<file path="src/rtl/vga_timing_pkg.sv">
// Shared VGA timing constants and types for the bit feeder and the display stage.
// Both stages decode the same 800x525 raster, so every window boundary lives here.
package vga_timing_pkg;

    localparam int H_TOTAL     = 800;
    localparam int V_TOTAL     = 525;
    localparam int H_ACT_START = 143;
    localparam int H_ACT_W     = 320;
    localparam int V_ACT_START = 36;
    localparam int V_ACT_H     = 160;
    localparam int WORD_W      = 16;

    localparam int H_W            = 10;
    localparam int V_W            = 10;
    localparam int BIT_W          = 4;
    localparam int WORD_IDX_W     = 5;
    localparam int WORDS_PER_LINE = H_ACT_W / WORD_W;

    typedef logic [H_W-1:0]        h_cnt_t;
    typedef logic [V_W-1:0]        v_cnt_t;
    typedef logic [WORD_W-1:0]     word_t;
    typedef logic [BIT_W-1:0]      bit_idx_t;
    typedef logic [WORD_IDX_W-1:0] word_idx_t;

    localparam h_cnt_t H_MAX       = h_cnt_t'(H_TOTAL - 1);
    localparam v_cnt_t V_MAX       = v_cnt_t'(V_TOTAL - 1);
    localparam h_cnt_t H_ACT_FIRST = h_cnt_t'(H_ACT_START);
    localparam h_cnt_t H_ACT_LAST  = h_cnt_t'(H_ACT_START + H_ACT_W - 1);
    localparam v_cnt_t V_ACT_FIRST = v_cnt_t'(V_ACT_START);
    localparam v_cnt_t V_ACT_LAST  = v_cnt_t'(V_ACT_START + V_ACT_H - 1);

    // First word: decide at 140, strobe at 141, data valid and loaded at 142.
    localparam h_cnt_t H_FETCH0 = h_cnt_t'(H_ACT_START - 3);
    localparam h_cnt_t H_LOAD0  = h_cnt_t'(H_ACT_START - 1);

    localparam bit_idx_t  BIT_FETCH = bit_idx_t'(WORD_W - 3);
    localparam bit_idx_t  BIT_LAST  = bit_idx_t'(WORD_W - 1);
    localparam word_idx_t WORD_LAST = word_idx_t'(WORDS_PER_LINE - 1);

    function automatic logic in_span(input logic [9:0] x, input logic [9:0] lo,
                                     input logic [9:0] hi);
        return (x >= lo) && (x <= hi);
    endfunction

endpackage

</file>
<file path="src/rtl/vga_timing_cnt.sv">
// Free-running 800x525 raster counters with active-window and frame-wrap decode.
// The display stage instantiates the same block so both stay in lockstep.
module vga_timing_cnt
    import vga_timing_pkg::*;
(
    input  logic   clk_vga,
    input  logic   rst_mix,
    input  logic   start,
    output h_cnt_t h_cnt,
    output logic   active_line,
    output logic   active_pix,
    output logic   frame_start
);

    v_cnt_t v_cnt;

    // v_cnt follows h_cnt==799 even while start is low, matching the display stage.
    always_ff @(posedge clk_vga or negedge rst_mix) begin
        if (!rst_mix) begin
            h_cnt       <= '0;
            v_cnt       <= '0;
            frame_start <= 1'b0;
        end else begin
            frame_start <= start && (h_cnt == H_MAX) && (v_cnt == V_MAX);
            if (start) begin
                h_cnt <= (h_cnt == H_MAX) ? '0 : h_cnt + 1'b1;
            end
            if (h_cnt == H_MAX) begin
                v_cnt <= (v_cnt == V_MAX) ? '0 : v_cnt + 1'b1;
            end
        end
    end

    assign active_line = in_span(v_cnt, V_ACT_FIRST, V_ACT_LAST);
    assign active_pix  = active_line && in_span(h_cnt, H_ACT_FIRST, H_ACT_LAST);

endmodule

</file>
<file path="src/rtl/vga_bit_feeder.sv">
// Drains 16-bit FIFO words and shifts them MSB-first onto etch, one bit per active pixel.
// Starved fetches substitute a black word and are counted; the fetch schedule never slips.
module vga_bit_feeder
    import vga_timing_pkg::*;
(
    input  logic        clk_vga,
    input  logic        rst_mix,
    input  logic        start,
    input  logic [15:0] fifo_dout,
    input  logic        fifo_empty,
    output logic        fifo_rd_en,
    output logic        etch,
    output logic        frame_start,
    output logic        underflow,
    output logic [7:0]  underflow_cnt
);

    h_cnt_t    h_cnt;
    logic      active_line;
    logic      active_pix;
    word_t     sr;
    word_t     word_buf;
    logic      pend;
    bit_idx_t  bit_idx;
    word_idx_t word_idx;

    logic  fetch_due;
    logic  shift_step;
    logic  load_word;
    word_t load_src;

    vga_timing_cnt u_timing (
        .clk_vga     (clk_vga),
        .rst_mix     (rst_mix),
        .start       (start),
        .h_cnt       (h_cnt),
        .active_line (active_line),
        .active_pix  (active_pix),
        .frame_start (frame_start)
    );

    assign shift_step = start && active_pix;

    assign fetch_due = start && active_line &&
                       ((h_cnt == H_FETCH0) ||
                        (active_pix && (bit_idx == BIT_FETCH) && (word_idx != WORD_LAST)));

    assign load_word = (start && active_line && (h_cnt == H_LOAD0)) ||
                       (shift_step && (bit_idx == BIT_LAST) && (word_idx != WORD_LAST));

    // Data arriving while paused is parked in word_buf so sr stays frozen until resume.
    assign load_src = pend ? fifo_dout : word_buf;

    assign etch = active_pix && sr[WORD_W-1];

    always_ff @(posedge clk_vga or negedge rst_mix) begin
        if (!rst_mix) begin
            fifo_rd_en    <= 1'b0;
            pend          <= 1'b0;
            word_buf      <= '0;
            sr            <= '0;
            bit_idx       <= '0;
            word_idx      <= '0;
            underflow     <= 1'b0;
            underflow_cnt <= '0;
        end else begin
            fifo_rd_en <= fetch_due && !fifo_empty;
            pend       <= fifo_rd_en;

            if (fetch_due && fifo_empty) begin
                word_buf  <= '0;
                underflow <= 1'b1;
                if (underflow_cnt != 8'hFF) begin
                    underflow_cnt <= underflow_cnt + 8'd1;
                end
            end else if (pend) begin
                word_buf <= fifo_dout;
            end

            if (load_word) begin
                sr <= load_src;
            end else if (shift_step) begin
                sr <= {sr[WORD_W-2:0], 1'b0};
            end

            if (shift_step) begin
                bit_idx <= bit_idx + 1'b1;
                if (bit_idx == BIT_LAST) begin
                    word_idx <= (word_idx == WORD_LAST) ? '0 : word_idx + 1'b1;
                end
            end
        end
    end

endmodule

</file>
<file path="config.mk">
export PLATFORM = sky130hd
export DESIGN_NAME = vga_bit_feeder
export DESIGN_NICKNAME = d
export VERILOG_FILES = /design/src/rtl/vga_timing_pkg.sv /design/src/rtl/vga_timing_cnt.sv /design/src/rtl/vga_bit_feeder.sv
export SDC_FILE = /design/constraint.sdc
export NUM_CORES = 1
export LEC_CHECK = 0
export CAP_MARGIN = 20
export CORE_ASPECT_RATIO = 0.7
export CORE_MARGIN = 5
export CORE_UTILIZATION = 54
export DETAILED_ROUTE_END_ITERATION = 10
export GPL_TIMING_DRIVEN = 0
export PLACE_DENSITY = 0.8
export SYNTH_ARGS = -nofsm -noshare
export SYNTH_HDL_FRONTEND = slang
export SYNTH_SLANG_ARGS = --single-unit
</file>
<file path="constraint.sdc">
create_clock -name clk_vga -period 5.55 [get_ports clk_vga]
set_clock_uncertainty 0.1 [all_clocks]
set_input_delay 0.555 -clock clk_vga [delete_from_list [all_inputs] [get_ports clk_vga]]
set_output_delay 0.555 -clock clk_vga [all_outputs]
set_load 0.05 [all_outputs]
</file>
==> metrics.yaml <==
run_status:
  status: "completed"
critical_path:
  cp-start-kind: "register"
  worstSetupPathType: "reg -> out"
  slowest_delay_ns: 0.80
  cp-end-kind: "output port"
  cp_cell_sequence: "ha_1 -> nand3_2 -> a211o_1 -> nor2_1 -> and4_1 -> clkdlybuf4s50_1"
  cp_max_fo: 7
  worstReg2RegStart: "u_timing.h_cnt[1]"
  critPathLaunch: "u_timing.h_cnt[1]"
  required_ns: 4.89
  arrival_ns: 2.88
  cp_slowest_cell: "clkdlybuf4s50_1"
clock_tree:
  clk_path_buf_depth: 2
  cts_num_sinks: 73
  post_cts_resized: 0
  cts.clk_slew.worst_paths_ns: 0.07
  htreeDepth: 3
  cts_root_buf: "clkbuf_8"
  clkLatencyLatePin_ns: 0.34
  cts_buffers: 9
  cts_tree: "built"
floorplanning:
  ios: 32
  initial_core_util_pct: 56.31
  die_w_um: 106.9
  die_area_mm2: 0.008323
  rows: 24
  fp.dieH_um: 77.85
  core_area_mm2: 0.006306
power_and_ir_drop:
  p_leak_nw: 2.016
  power_mw: 1.086
  cell_internal_pwr_uw: 839.6
  power_per_cell_area_mw_per_mm2: 258.8
  switching_power_uw: 246.9
  combinationalPowerShare_pct: 6.9
  pwr-share-clk_pct: 40.2
  switching_share_pct: 22.72
  peakVddDrop_v: 0.0002130
  p_seq_share_pct: 52.9
routing:
  vias: 2452
  vias_per_cell: 5.560
  ant_nets: 0
  first_iter_violations: 86
  first_pass_iters: 5
  drt_wl_total_um: 6708
  drt-wirelength-per-cell_um: 15.21
  drc: 0
global_route:
  antenna_found_initial: 0
  grt_pass1_wl_um: 11670
  grt_use_total_pct: 17.63
  overflow: 0
  grt_max_degree: 53
  grt_pass1_vias: 2464
synth:
  syn_nets: 343
  synth-edff-count: 0
  synthFlopType: "dfrtp_1"
  synth_area_mm2: 0.003551
  synth-seq-cells: 73
  synth.distinct_cells: 47
  synthCells: 314
  ys_async_sr_fraction_pct: 100.0
  seq_area_frac_synth_pct: 51.44
  syn_avg_cell_area_um2: 11.31
  ys_warn_count: 0
timing:
  setup_viol: 0
  setup_slack_ns: 2.015
  final_hold_viol_count: 0
  grt_setup_unrepaired: "no"
  period_needed_ns: 3.535
  report.final.slew_viol_count: 0
  max_slew_margin_pct: 52.26
  timing.fmax_mhz: 282.9
  fin_crit_sh_pct: 63.70
  final.setup.tns_ns: 0
  max_slew.worst_pin.slew_ns: 0.7161
job:
  drv_cap: 0
placed_design:
  dpl.hpwl_um: 4761
  gp_congestion: 0.8444
  io_buffer_count: 31
  dp_slack_ns: 2.410
final_layout:
  final_common_cell: "dfrtp_1"
  drive_gt1_share_pct: 10.47
  layout_common_cells: "73 x dfrtp_1, 47 x mux2i_1, 30 x nor2_1, 30 x clkdlybuf4s50_1, 22 x nand2_1"
  area_growth_pct: 18.22
  antennaDiodeCount: 0
  nets: 387
hold_path:
  min_from: "fifo_rd_en"
  hold_path.class: "reg -> reg"
[stage by stage]
stage | hold slack [ns] | util [%] | instance area (um2) | instances
CTS | 0.3186 | 66.57 | 4198 | 441
global route | 0.3279 | 66.57 | 4198 | 441
detailed placement | 0.2935 | 63.17 | 3984 | 424
finish | 0.3152 | 66.57 | 4198 | 441
floorplan | 0.1594 | - | 3551 | 314
global placement | 0.3105 | 62.78 | 3959 | 423
[area by class of cell]
cell class	instances	area, um2
clock inverters	3	65.06
multi-input cells	223	1622
fillers	504	2108
well taps	78	97.59
plain buffers	10	72.57
repair buffers	33	345.3
inverters	8	30.03
clock buffers	13	138.9
flip-flops and latches	73	1827
[per-layer routing]
metal	part of all wire [%]	GRT usage, %
met1	50	24.56
met3	4.7	6.468
met5	0	0
met4	0.63	4.598
met2	45	26.26
[worst paths after layout]
| check | end | slack (ns) | cells after the start |
|---|---|---|---|
| max | etch | 2.01 | 6 |
| min | pend | 0.32 | 0 |
| max reg2reg | sr[9] | 3.01 | 9 |
| min reg2reg | pend | 0.32 | 0 |
| max in group asynchronous | sr[8] | 4.26 | 3 |
| min in group asynchronous | u_timing.h_cnt[5] | 0.54 | 2 |
[cells in the mapped netlist (all sizes together), types with 2 or more instances]
cell type / instances / area, um2
and2: 3 / 20.02
buf: 5 / 43.79
o31ai: 3 / 36.28
and3: 12 / 81.33
mux2i: 47 / 470.5
a211o: 2 / 17.52
clkbuf: 5 / 28.77
xnor2: 11 / 103.9
nand3: 20 / 105.1
inv: 8 / 30.03
nor2b: 2 / 12.51
nor2: 30 / 112.6
nor4: 4 / 31.28
o21ai: 13 / 76.33
a21o: 2 / 15.01
nand4: 7 / 58.81
ha: 9 / 112.6
nand2b: 2 / 12.51
nor3: 5 / 25.02
dfrtp: 73 / 1827
a21oi: 4 / 20.02
nand2: 22 / 82.58
mux2: 3 / 33.78
xor2: 9 / 78.83
[critical path: cells and delay by family, from the launching register on]
family                     cells  cell delay, ns
DFF                            1            0.42
buffers and inverters          1            0.80
and+or+nand+nor                3            0.73
adders and majority gates      1            0.23
AOI/OAI and AO/OA              1            0.36
[flip-flops by register name, indices dropped and copies added, names as in the netlist]
name and cells:
fifo_rd_en 1, word_idx 5, u_timing.h_cnt 10, u_timing.frame_start 1
underflow 1, u_timing.v_cnt 10, pend 1, underflow_cnt 8
sr 16, word_buf 16, bit_idx 4
[power groups by stage]
stage          registers (mW)  clock network, mW  logic, mW
2_1_floorplan           0.578                  0     0.0406
3_3_place_gp            0.583                  0     0.0717
6_report                0.575              0.436     0.0754
4_1_cts                 0.574              0.452     0.0768
5_1_grt                 0.578              0.479     0.0866
3_5_place_dp            0.584                  0     0.0758
[repair_timing]
action,in CTS,in global routing
hold endpoints to repair,14,0
hold buffers,1,0
setup buffers,0,0
[cells by family (layout without fill, tap and decap cells)]
kind of cell | after synthesis | in the layout | share of synthesized area [%]
xor gates and xnor gates | 20 | 20 | 5.145
AOI/OAI and AO/OA | 28 | 28 | 5.603
adders and majority gates | 9 | 9 | 3.171
buffers and inverters | 18 | 67 | 2.889
DFF | 73 | 73 | 51.44
muxes | 50 | 50 | 14.20
and+or+nand+nor | 116 | 116 | 17.55
Power figures use the tool's default switching activity.
